### src/rtl/averager_frame_arbiter.sv
// Frame-granular round-robin arbiter that shares one ensemble averager input
// between NCH sample sources. A granted channel keeps the port for FRAME accepted samples.
module averager_frame_arbiter #(
  parameter int W     = 24,
  parameter int NCH   = 4,
  parameter int FRAME = 1024,
  parameter int CW    = 10,
  parameter int IDW   = 2
) (
  input  logic             Clk,
  input  logic             Rst,
  input  logic [NCH*W-1:0] In_data,
  input  logic [NCH-1:0]   In_valid,
  output logic [NCH-1:0]   In_ready,
  output logic [W-1:0]     Out_data,
  output logic             Out_valid,
  input  logic             Out_ready,
  output logic [IDW-1:0]   Gnt_id,
  output logic             Busy,
  output logic             Frame_done,
  output logic [15:0]      Frame_cnt
);

  typedef enum logic [1:0] {ARB, XFER, DONE} state_t;

  state_t         state, state_nxt;
  logic [CW-1:0]  cnt;
  logic [IDW-1:0] last, start, winner;
  logic [NCH-1:0] req_rot;
  logic           hit, handshake, last_beat;

  // Rotate the requests so the channel after the last owner sits at bit 0.
  always_comb begin
    start   = (last == IDW'(NCH - 1)) ? '0 : last + 1'b1;
    req_rot = NCH'({In_valid, In_valid} >> start);
    hit     = 1'b0;
    winner  = '0;
    for (int i = 0; i < NCH; i++) begin
      if (!hit && req_rot[i]) begin
        hit    = 1'b1;
        winner = IDW'((int'(start) + i) % NCH);
      end
    end
  end

  always_comb begin
    Out_data  = '0;
    Out_valid = 1'b0;
    In_ready  = '0;
    if (state == XFER) begin
      Out_data  = W'(In_data >> (Gnt_id * W));
      Out_valid = |(In_valid & (NCH'(1) << Gnt_id));
      In_ready  = Out_ready ? (NCH'(1) << Gnt_id) : '0;
    end
  end

  assign handshake = Out_valid & Out_ready;
  assign last_beat = (cnt == CW'(FRAME - 1));

  always_comb begin
    state_nxt  = state;
    Frame_done = 1'b0;
    case (state)
      ARB:  if (hit) state_nxt = XFER;
      XFER: if (handshake && last_beat) state_nxt = DONE;
      DONE: begin
        Frame_done = 1'b1;
        state_nxt  = ARB;
      end
      default: state_nxt = ARB;
    endcase
  end

  // A synchronous reset mid-frame simply discards the partial frame.
  always_ff @(posedge Clk) begin
    if (!Rst) begin
      state     <= ARB;
      cnt       <= '0;
      last      <= IDW'(NCH - 1);
      Gnt_id    <= '0;
      Busy      <= 1'b0;
      Frame_cnt <= '0;
    end else begin
      state <= state_nxt;
      case (state)
        ARB: if (hit) begin
          Gnt_id <= winner;
          Busy   <= 1'b1;
          cnt    <= '0;
        end
        XFER: if (handshake) cnt <= last_beat ? '0 : cnt + 1'b1;
        DONE: begin
          Frame_cnt <= Frame_cnt + 1'b1;
          last      <= Gnt_id;
          Busy      <= 1'b0;
        end
        default: ;
      endcase
    end
  end

endmodule

### config.mk
export PLATFORM = sky130hd
export DESIGN_NAME = averager_frame_arbiter
export DESIGN_NICKNAME = d
export VERILOG_FILES = /design/src/rtl/averager_frame_arbiter.sv
export SDC_FILE = /design/constraint.sdc
export NUM_CORES = 1
export LEC_CHECK = 0
export BUFFER_PORTS_ARGS = -buffer_cell sky130_fd_sc_hd__buf_2
export CORE_MARGIN = 2
export CORE_UTILIZATION = 47
export DETAILED_ROUTE_END_ITERATION = 16
export PLACE_DENSITY_LB_ADDON = 0.05
export REMOVE_ABC_BUFFERS = 1
export SYNTH_ARGS = -nofsm -noshare
export SYNTH_HDL_FRONTEND = slang
export SYNTH_SLANG_ARGS = --single-unit
### constraint.sdc
create_clock -name Clk -period 4 [get_ports Clk]
set_clock_uncertainty 0.05 [all_clocks]
set_input_delay 0.2 -clock Clk [delete_from_list [all_inputs] [get_ports Clk]]
set_output_delay 0.2 -clock Clk [all_outputs]
set_load 0.03 [all_outputs]
==> reports/results.ini <==
[run_status]
status = completed

[die]
ios = 152
die_x_um = 75.61
design.core.area_mm2 = 0.005042
dieArea_mm2 = 0.005716
initial_core_util_pct = 47.79
die_h_um = 75.61
rows = 26

[timing]
slew_headroom_pct = 39.09
fin_crit_sh_pct = 60.99
rsz0062_at_grt = false
fmax_mhz = 409.9
fin_tns_setup_ns = 0
worstMarginPinSlew_ns = 0.9137
hold_viol = 0
setup_viol = 0
period_needed_ns = 2.440
maxSlewViolCount = 0

[synthesis]
ys_types = 46
synth_ff_type = dfxtp_1
syn_area_per_cell_um2 = 9.450
syn-instance-count = 255
yosysTopAreaCellShare_pct = 27.41
yosysTopAreaCell = dfxtp_1
synth_edf_count = 0
async_flop_share_pct = 0
yosysWarnings = 0
ys_seq_area_share_pct = 27.41
yosysMostFrequentCell = dfxtp_1
synthTopCellsByCount = 33 x dfxtp_1, 26 x and2_1, 25 x mux4_2, 25 x nand2_1, 19 x nor2_1
syn_area_mm2 = 0.002410
synth-seq-cells = 33
synthTopCellsByArea = dfxtp_1 27%, mux4_2 23%, and2_1 6.7%

[clocking]
clk_pin_slew_ns = 0.07
clk_latency_ns = 0.29
cts_tree = done
cts.sinks = 33
postCtsSetupRepairBufs = 0
root_buffer = clkbuf_8
cts_buffer_depth = 2
hold_buffers = 0
cts_resized = 0
htree_levels = 2
numCtsBuffers = 5

[hold_path]
hold_class = input port to flop
holdPathEnd = last[0]$_SDFFE_PN1P_
min_delay_path_depth = 2
hold_path_startpoint = Rst

[place]
routabilityCongestion = 0.8451
port_buffers = 151
post-place-cells = 462
dp_hpwl_um = 5410

[finish]
drive_above_1_share_pct = 47.50
nFillCells = 433
layoutNonFillerInstCount = 470
num_antenna_cells = 0
nets = 505
areaGrowthSynthToFinish_pct = 36.60

[grt]
grt_max_degree = 33
antenna_found_initial = 0
grt_use_total_pct = 22.99
grt_pass1_vias = 2164
grt_overflow = 0
grt_pass1_wl_um = 10040

[detailed_routing]
vias = 2574
via_per_inst = 5.477
drt_pass1_iterations = 4
drc = 0
avgRoutedWirePerCell_um = 15.04
drt-total-wl_um = 7067
antenna_left = 0
drt-initial-drc-count = 146

[pwr]
ir_drop_v = 0.0002009
p_leak_uw = 0.001461
pwr-share-seq_pct = 41.0
powerDensity_mw_per_mm2 = 256.7
combPwrFrac_pct = 29.2
switchingPower_uw = 274.9
p_clk_share_pct = 29.8
intPower_uw = 570.2
sw_frac_of_total_pct = 32.53

[worst_setup_path]
critPathCaptureType = output port
worst-endpoint-arrival_ns = 2.19
start_kind = flop
cp_max_fo = 32
crit_type = flop to output port
worstPathRequired_ns = 3.75
r2r_start = Gnt_id[0]$_SDFFE_PN0P_
r2r-end = cnt[8]$_SDFFE_PN0P_
r2r_cells = 4
r2r_setup_slack_ns = 1.71

[job]
cap_viol_max_count = 0

[critical path, stage by stage (launching register included)]
cell	delay (ns)
dfxtp_2	0.94
mux4_2	0.61
and2_1	0.18
buf_2	0.17
[metal layers]
metal  vias to the layer above  part of all wire (%)  global-route usage (%)
met1                      1212                    40                   27.30
met5                         -                     0                       0
met3                        13                   7.8                   5.423
met2                        95                    50                   39.90
li1                       1254                     -                       -
met4                         0                   2.3                   9.552
[worst max-delay path by stage]
stage	from	to	slack [ns]	cells past startpoint
after global routing	Gnt_id[0]$_SDFFE_PN0P_	Out_data[13]	1.40	3
after CTS	Gnt_id[0]$_SDFFE_PN0P_	Out_data[4]	1.50	3
after detailed placement	Gnt_id[0]$_SDFFE_PN0P_	cnt[8]$_SDFFE_PN0P_	1.68	4
after floorplan	Gnt_id[0]$_SDFFE_PN0P_	cnt[8]$_SDFFE_PN0P_	1.18	4
after global placement	Gnt_id[0]$_SDFFE_PN0P_	cnt[8]$_SDFFE_PN0P_	1.71	4
final	Gnt_id[0]$_SDFFE_PN0P_	Out_data[4]	1.56	3
[placed cells by master (no fill, tap or decap), types with 3 or more instances in the layout]
cell type / count
inv_1: 3
o21ai_1: 3
nand3_1: 10
dfxtp_1: 32
a21oi_1: 14
or4_1: 3
xnor2_1: 4
clkbuf_8: 5
o31ai_1: 3
xor2_1: 7
nor2_1: 19
buf_2: 151
and2_1: 26
nand4_1: 8
nand2_1: 25
mux2i_1: 5
or3_1: 4
mux4_2: 25
and3_1: 6
ha_1: 3
nand2b_1: 4
nor4_1: 3
[power by group through the flow]
| stage | clock, uW | combinational, uW | sequential [uW] |
|---|---|---|---|
| finish | 252 | 247 | 346 |
| CTS | 260 | 248 | 347 |
| detailed placement | 0 | 248 | 354 |
| floorplan | 0 | 145 | 359 |
| global route | 274 | 267 | 349 |
| global placement | 0 | 243 | 354 |
[registers in the layout (all words and copies together), names as in the netlist]
register	count
state	2
Frame_cnt	16
Busy	1
last	2
cnt	10
Gnt_id	2
[kinds of logic after synthesis]
family / share of synthesized area, %
fa+ha+maj: 1.558
xor+xnor: 3.998
flops: 27.41
mux: 25.44
compound gates: 9.709
simple gates: 28.76
buf+inv: 3.115
[area by class of cell]
type | instances | area, um^2 | area share [%]
multi-input cells | 203 | 1674 | 50.86
repair buffers | 153 | 770.7 | 23.41
flip-flops and latches | 33 | 661.9 | 20.11
well taps | 70 | 87.58 | 2.661
clock buffers | 5 | 68.82 | 2.090
clock inverters | 3 | 17.52 | 0.5321
inverters | 3 | 11.26 | 0.3421
[metrics by stage]
| step | utilization [%] | hold slack, ns | worst slack (ns) | power (uW) | instance area [um^2] |
|---|---|---|---|---|---|
| global placement | 63.57 | 0.4042 | 1.715 | 597.3 | 3206 |
| floorplan | - | 0.2119 | 1.177 | 503.5 | 2346 |
| CTS | 65.29 | 0.1675 | 1.505 | 855.0 | 3292 |
| finish | 65.29 | 0.1738 | 1.560 | 845.1 | 3292 |
| global route | 65.29 | 0.1782 | 1.399 | 889.8 | 3292 |
| detailed placement | 63.57 | 0.4124 | 1.681 | 602.1 | 3206 |
Power figures use the tool's default switching activity.
